File: src/rtl/vga_scan_gen_if.sv
// Raster-position bundle between the VGA scan generator (master) and the
// sprite/title renderers (slave).
interface vga_scan_gen_if;
    logic [9:0] DrawX;
    logic [9:0] DrawY;
    logic       hsync;
    logic       vsync;
    logic       blank;
    logic       frame_start;
    logic       line_start;

    modport master (
        output DrawX,
        output DrawY,
        output hsync,
        output vsync,
        output blank,
        output frame_start,
        output line_start
    );

    modport slave (
        input DrawX,
        input DrawY,
        input hsync,
        input vsync,
        input blank,
        input frame_start,
        input line_start
    );
endinterface

File: src/rtl/vga_scan_gen.sv
// VGA raster timing generator: hsync/vsync/blank and DrawX/DrawY on vga_clk.
// Define VGA_SYNC_DELAY_EN to delay hsync/vsync by SYNC_DELAY clocks to match renderer latency.
module vga_scan_gen #(
    parameter int H_VISIBLE  = 640,
    parameter int H_FRONT    = 16,
    parameter int H_SYNC     = 96,
    parameter int H_BACK     = 48,
    parameter int V_VISIBLE  = 480,
    parameter int V_FRONT    = 10,
    parameter int V_SYNC     = 2,
    parameter int V_BACK     = 33,
    parameter int SYNC_DELAY = 2
) (
    input  logic            vga_clk,
    input  logic            reset_n,
    vga_scan_gen_if.master  vga
);

    localparam int H_TOTAL = H_VISIBLE + H_FRONT + H_SYNC + H_BACK;
    localparam int V_TOTAL = V_VISIBLE + V_FRONT + V_SYNC + V_BACK;

    generate
        if (H_TOTAL > 1024 || V_TOTAL > 1024) begin : g_bad_total
            $error("vga_scan_gen: H_TOTAL/V_TOTAL must fit a 10-bit counter");
        end
    endgenerate

    localparam logic [9:0] H_LAST   = 10'(H_TOTAL - 1);
    localparam logic [9:0] V_LAST   = 10'(V_TOTAL - 1);
    localparam logic [9:0] H_VIS    = 10'(H_VISIBLE);
    localparam logic [9:0] V_VIS    = 10'(V_VISIBLE);
    localparam logic [9:0] HS_FIRST = 10'(H_VISIBLE + H_FRONT);
    localparam logic [9:0] HS_LAST  = 10'(H_VISIBLE + H_FRONT + H_SYNC - 1);
    localparam logic [9:0] VS_FIRST = 10'(V_VISIBLE + V_FRONT);
    localparam logic [9:0] VS_LAST  = 10'(V_VISIBLE + V_FRONT + V_SYNC - 1);

    function automatic logic in_window(input logic [9:0] v,
                                       input logic [9:0] lo,
                                       input logic [9:0] hi);
        return (v >= lo) && (v <= hi);
    endfunction

    logic [9:0] hc_p0;
    logic [9:0] vc_p0;

    logic [9:0] draw_x_p1;
    logic [9:0] draw_y_p1;
    logic       hsync_p1;
    logic       vsync_p1;
    logic       blank_p1;
    logic       frame_start_p1;
    logic       line_start_p1;

    // Stage p0: free-running pixel/line counters
    always_ff @(posedge vga_clk or negedge reset_n) begin
        if (!reset_n) begin
            hc_p0 <= '0;
            vc_p0 <= '0;
        end else if (hc_p0 == H_LAST) begin
            hc_p0 <= '0;
            vc_p0 <= (vc_p0 == V_LAST) ? '0 : vc_p0 + 10'd1;
        end else begin
            hc_p0 <= hc_p0 + 10'd1;
        end
    end

    // Stage p1: registered decode of the pre-increment counters
    always_ff @(posedge vga_clk or negedge reset_n) begin
        if (!reset_n) begin
            draw_x_p1      <= '0;
            draw_y_p1      <= '0;
            hsync_p1       <= 1'b1;
            vsync_p1       <= 1'b1;
            blank_p1       <= 1'b0;
            frame_start_p1 <= 1'b0;
            line_start_p1  <= 1'b0;
        end else begin
            draw_x_p1      <= hc_p0;
            draw_y_p1      <= vc_p0;
            hsync_p1       <= ~in_window(hc_p0, HS_FIRST, HS_LAST);
            vsync_p1       <= ~in_window(vc_p0, VS_FIRST, VS_LAST);
            blank_p1       <= (hc_p0 < H_VIS) && (vc_p0 < V_VIS);
            frame_start_p1 <= (hc_p0 == '0) && (vc_p0 == '0);
            line_start_p1  <= (hc_p0 == '0);
        end
    end

`ifdef VGA_SYNC_DELAY_EN
    generate
        if (SYNC_DELAY < 1) begin : g_bad_delay
            $error("vga_scan_gen: SYNC_DELAY must be at least 1");
        end
    endgenerate

    logic [SYNC_DELAY-1:0] hs_dly_p2;
    logic [SYNC_DELAY-1:0] vs_dly_p2;

    // Stage p2: sync shift register, idles high so no spurious pulse after reset
    always_ff @(posedge vga_clk or negedge reset_n) begin
        if (!reset_n) begin
            hs_dly_p2 <= '1;
            vs_dly_p2 <= '1;
        end else begin
            hs_dly_p2[0] <= hsync_p1;
            vs_dly_p2[0] <= vsync_p1;
            for (int i = 1; i < SYNC_DELAY; i++) begin
                hs_dly_p2[i] <= hs_dly_p2[i-1];
                vs_dly_p2[i] <= vs_dly_p2[i-1];
            end
        end
    end

    assign vga.hsync = hs_dly_p2[SYNC_DELAY-1];
    assign vga.vsync = vs_dly_p2[SYNC_DELAY-1];
`else
    generate
        if (SYNC_DELAY < 0) begin : g_bad_delay
            $error("vga_scan_gen: SYNC_DELAY must not be negative");
        end
    endgenerate

    assign vga.hsync = hsync_p1;
    assign vga.vsync = vsync_p1;
`endif

    assign vga.DrawX       = draw_x_p1;
    assign vga.DrawY       = draw_y_p1;
    assign vga.blank       = blank_p1;
    assign vga.frame_start = frame_start_p1;
    assign vga.line_start  = line_start_p1;

endmodule

File: src/flat_wrapper.sv
// flat-port wrapper written by rule: the top's interface ports become plain ports
module vga_scan_gen_flat 
#(
    parameter int H_VISIBLE  = 640,
    parameter int H_FRONT    = 16,
    parameter int H_SYNC     = 96,
    parameter int H_BACK     = 48,
    parameter int V_VISIBLE  = 480,
    parameter int V_FRONT    = 10,
    parameter int V_SYNC     = 2,
    parameter int V_BACK     = 33,
    parameter int SYNC_DELAY = 2
)
  (vga_clk, reset_n, vga_DrawX, vga_DrawY, vga_hsync, vga_vsync, vga_blank, vga_frame_start, vga_line_start);
  vga_scan_gen_if vga_i ();
  input  logic vga_clk;
  input  logic reset_n;
  output wire logic [$bits(vga_i.DrawX)-1:0] vga_DrawX;
  output wire logic [$bits(vga_i.DrawY)-1:0] vga_DrawY;
  output wire logic [$bits(vga_i.hsync)-1:0] vga_hsync;
  output wire logic [$bits(vga_i.vsync)-1:0] vga_vsync;
  output wire logic [$bits(vga_i.blank)-1:0] vga_blank;
  output wire logic [$bits(vga_i.frame_start)-1:0] vga_frame_start;
  output wire logic [$bits(vga_i.line_start)-1:0] vga_line_start;
  assign vga_DrawX = vga_i.DrawX;
  assign vga_DrawY = vga_i.DrawY;
  assign vga_hsync = vga_i.hsync;
  assign vga_vsync = vga_i.vsync;
  assign vga_blank = vga_i.blank;
  assign vga_frame_start = vga_i.frame_start;
  assign vga_line_start = vga_i.line_start;
  vga_scan_gen #(.H_VISIBLE(H_VISIBLE), .H_FRONT(H_FRONT), .H_SYNC(H_SYNC), .H_BACK(H_BACK), .V_VISIBLE(V_VISIBLE), .V_FRONT(V_FRONT), .V_SYNC(V_SYNC), .V_BACK(V_BACK), .SYNC_DELAY(SYNC_DELAY)) u_core (.vga_clk(vga_clk), .reset_n(reset_n), .vga(vga_i));
endmodule
File: config.mk
export PLATFORM = sky130hd
export DESIGN_NAME = vga_scan_gen_flat
export DESIGN_NICKNAME = d
export VERILOG_FILES = /design/src/rtl/vga_scan_gen_if.sv /design/src/rtl/vga_scan_gen.sv /design/src/flat_wrapper.sv
export SDC_FILE = /design/constraint.sdc
export NUM_CORES = 1
export LEC_CHECK = 0
export ABC_CLOCK_PERIOD_IN_PS = 1690
export BUFFER_PORTS_ARGS = -buffer_cell sky130_fd_sc_hd__buf_2
export CELL_PAD_IN_SITES_DETAIL_PLACEMENT = 2
export CELL_PAD_IN_SITES_GLOBAL_PLACEMENT = 2
export CORE_MARGIN = 2
export CORE_UTILIZATION = 34
export DETAILED_ROUTE_END_ITERATION = 8
export GPL_TIMING_DRIVEN = 0
export PLACE_DENSITY_LB_ADDON = 0.08
export SYNTH_ARGS = -nofsm -noshare
export SYNTH_HDL_FRONTEND = slang
export SYNTH_SLANG_ARGS = --single-unit
File: constraint.sdc
create_clock -name vga_clk -period 1.69 [get_ports vga_clk]
set_input_delay 0.338 -clock vga_clk [delete_from_list [all_inputs] [get_ports vga_clk]]
set_output_delay 0.338 -clock vga_clk [all_outputs]
set_load 0.02 [all_outputs]
# --- Yosys cells after proc, flatten, opt, wreduce, memory -nomap -nowiden ---
# Index checks and enable logic that the tools add are counted.
op_classes:
  add_sub_neg: 2
  n_lt_le_gt_ge: 6
  n_eq_ne: 2
  muxes: 2
  bitwise: 2
  reduce_logical: 6
op_table:
  columns: ["operator", "count"]
  rows:
  - ["adder 10 x 1 -> 10 bit (second input constant)", 2]
  - ["== test 10 bit (second input constant)", 2]
  - ["zero test 10 bit", 2]
  - ["2-to-1 mux 10 bit", 2]
  - ["greater-or-equal comparator 10 bit (second input constant)", 1]
  - ["greater-or-equal comparator 10 x 9 -> 1 bit (second input constant)", 1]
  - ["less-or-equal comparator 10 bit (second input constant)", 1]
  - ["less-or-equal comparator 10 x 9 -> 1 bit (second input constant)", 1]
  - ["< comparator 10 bit (second input constant)", 1]
  - ["< comparator 10 x 9 -> 1 bit (second input constant)", 1]
  - ["logical AND 1 bit", 4]
  - ["inverter 1 bit", 2]
word_totals:
  ff_bits: 45
  inputBits: 2
  output_inout_bits: 25

# --- Depth between registers and ports, before layout ---
depth:
  depth_word: 3
  mapped_depth: 6
  mapped_depth_nobuf: 6

# --- Worst setup path after synthesis ---
# No wires, ideal clock.
synth_timing:
  path_type: "register -> register"
  startpoint: "reg u_core.hc_p0[5]"
  endpoint: "reg u_core.vc_p0[4]"
  setup_time_ps: 66
  arrival_time_ps: 1561
  t_required_ps: 1624
  path_slack_ps: 63
  path_stages_with_launch: 6
  synth_period_minus_slack_ps: 1627
  path_cell_list: "dfrtp_1 buf_6 nor4b_4 nand3_4 or4_1 nand2_1"
synth_between:
  elab_chain_cells: 1
synth_lines:
  columns: ["element", "line_no", "text"]
  rows:
  - ["start, declared", "vga_scan_gen.sv:43", "logic [9:0] hc_p0;"]
  - ["start signal, assigned", "vga_scan_gen.sv:63", "hc_p0 <= hc_p0 + 10'd1;"]
  - ["== test 10 bit", "vga_scan_gen.sv:59", "end else if (hc_p0 == H_LAST) begin"]
  - ["end signal, assigned", "vga_scan_gen.sv:61", "vc_p0 <= (vc_p0 == V_LAST) ? '0 : vc_p0 + 10'd1;"]
  - ["end, declared", "vga_scan_gen.sv:44", "logic [9:0] vc_p0;"]
# Every way passes these cells.
# A chain may end at the register's enable or synchronous reset.

# --- Worst setup path in the final report ---
# Same ends and word-level chain as after synthesis.

==> results.yml <==
outcome:
  status: "finished clean"
synth:
  yosys.area.top_type: "dfrtp_1"
  ys.flop_type: "dfrtp_1"
  syn_avg_cell_area_um2: 12.8
  yosys.area_share.simple_pct: 20.0
  synth-seq-cells: 45
  synth_nets: 147
  synth_xor_area_share_pct: 5.36
  async_flop_share_pct: 100
  synth_edf_count: 0
  synth_compound_area_share_pct: 4.31
  ys_warn_count: 0
  synth_top_area_share_pct: 59.8
  synthCells: 141
  ys_seq_area_share_pct: 62.8
  synth_top_family_by_area: "simple AND/OR/NAND/NOR gates"
  ys_types: 36
  yosysMostFrequentCell: "dfrtp_1"
  yosys.area_share.adder_pct: 2.78
  synthTopCellsByArea: "dfrtp_1 60%, dfstp_2 2.9%, xnor2_1 2.9%"
  synth.area.mux_share_pct: 1.18
  synth_common_cells: "43 x dfrtp_1, 10 x nand2_1, 9 x nor2_1"
  syn-cell-area_um2: 1800
clock_network:
  clkTransAtPathRegs_ns: 0.08
  clock-sinks: 45
  clockBufferDepth: 2
  ctsHoldBuffers: 0
  numCtsBuffers: 5
  ctsHtreeMaxLevel: 2
  cts.root.buffer_cell: "clkbuf_8"
  insertion_delay_ns: 0.30
  cts_tree: "yes"
die:
  die_h_um: 76.7
  start_util_pct: 35.2
  rows: 26
  die-area_um2: 5890
  fp.coreArea_um2: 5110
  die_w_um: 76.7
  io_pins: 27
global_route:
  grt_overflow: 0
  antenna_found_initial: 0
  grt_pass1_vias: 1385
  grt_max_degree: 46
  grtUsageMet2_pct: 27.8
  grt_pass1_wl_um: 7230
  met1_usage_pct: 19.3
  grt_busiest_layer: "met2"
  grtUsageMet3_pct: 4.47
  grt_use_total_pct: 16.0
drt:
  ant_nets: 0
  drc: 0
  wl_per_cell_um: 16.3
  via_per_inst: 4.81
  drtPass1Iterations: 4
  wl_um: 4190
  initialDrtViolationCount: 25
  vias: 1235
timing:
  period_share_pct: 99.4
  rsz0062_at_grt: "true"
  slew-limit-headroom_pct: 35.5
  drv_slew: 0
  fmax_ghz: 0.595
  setup_viol: 0
  fin_skew_ns: 0.00673
  worst_slew_pin_slew_ns: 0.968
  timing.hold.ws_ns: 0.196
  setup_slack_ns: 0.00989
  hold_viol_final: 0
  fin_crit_ns: 1.68
critical_path:
  crit_arrival_ns: 1.92
  r2r_start: "u_core.hc_p0[5]"
  crit_type: "flip-flop to flip-flop"
  cp.required_ns: 1.93
  crit_path_start_kind: "flip-flop"
  worstReg2RegEnd: "u_core.vc_p0[4]"
  critPathCaptureType: "flip-flop"
  worstPathMaxFanout: 4
  r2r_setup_slack_ns: 0.01
  rr_worst_depth: 5
run:
  maxCapViolations: 0
final_layout:
  final_layout_size_suffix_gt1_share_pct: 40.6
  diodes: 0
  stdcell_count: 257
  nets: 192
  syn_to_final_growth_pct: 25.5
  fin_util_pct: 44.2
power_and_ir_drop:
  p_leak_uw: 0.00111
  ir_drop_mv: 0.374
  powerDensity_nw_per_um2: 803
placement:
  dp_hpwl_um: 2770
  place_ws_ns: -0.143
  routabilityCongestion: 0.721
  dp_cells: 237
  io_buffers: 26
hold_path:
  hold_path.class: "input pin to async pin"
[layout by cell type, fill, tap and decap left out, drive strengths merged, types with 2 or more instances in the layout]
cell and n:
clkbuf 8, and3 9, nand2 10, dfrtp 43, nor4 3, and2 3
buf 43, xnor2 6, xor2 5, nor3 2, nor2 9, and4 4
nand3 6, dfstp 2, o21ai 4, o31ai 2, ha 4, nand4 5
or4 3, inv 5
[critical path, cell delays in order, from the launching register on]
cell     delay, ns
dfrtp_2       0.44
nor4b_4       0.39
buf_4         0.19
nand3_4       0.06
or4_1         0.47
nand2_1       0.08
[worst max path at each step]
stage / startpoint / endpoint
floorplan: u_core.hc_p0[5] / u_core.vc_p0[4]
global placement: u_core.hc_p0[5] / u_core.vc_p0[6]
detailed placement: u_core.hc_p0[5] / u_core.vc_p0[6]
CTS: u_core.hc_p0[5] / u_core.vc_p0[4]
global route: u_core.hc_p0[5] / u_core.vc_p0[4]
finish: u_core.hc_p0[5] / u_core.vc_p0[4]
[per-stage QoR]
stage	setup TNS, ns	total power (µW)	cell area, µm²
after floorplan	0	1100	1800
after global placement	-0.204	1120	2020
after detailed placement	-0.561	1120	2020
after CTS	0	1840	2190
after global routing	-0.194	1900	2260
final	0	1810	2260
[flip-flops by register name (all words and copies together), names as in the netlist]
| signal | cells |
|---|---|
| u_core.vga.blank | 1 |
| u_core.vga.DrawY | 10 |
| u_core.vga.DrawX | 10 |
| u_core.vga.frame_start | 1 |
| u_core.vga.line_start | 1 |
| u_core.hc_p0 | 10 |
| u_core.vc_p0 | 10 |
| u_core.vga.hsync | 1 |
| u_core.vga.vsync | 1 |
[kinds of logic after synthesis]
kind of cell | Yosys count
flops | 45
simple gates | 57
fa+ha+maj | 4
mux | 2
buf+inv | 11
xor+xnor | 11
compound gates | 11
[power breakdown]
part | internal [µW] | total (µW) | switching [µW]
Sequential | 1080 | 1080 | 0
Combinational | 0.838 | 20.3 | 19.5
Clock | 369 | 716 | 347
Total | 1450 | 1810 | 366
[layer usage]
layer	vias to the layer above	wire (µm)
li1	578	-
met1	631	1780
met2	21	2210
met3	5	141
met4	0	61
met5	-	0
[area by class of cell]
type	instances	area, µm²
multi-input cells	85	637
well taps	70	87.6
flip-flops and latches	45	1130
plain buffers	3	31.3
clock inverters	1	5.00
repair buffers	41	246
fillers	545	2850
clock buffers	7	96.3
inverters	5	18.8
[repair_timing]
item,in CTS,in global routing
setup endpoints to repair,7,10
buffers inserted,9,6
gates resized for setup,4,11
pin swaps,4,4
Note: power is estimated with default switching activity, not from simulation.
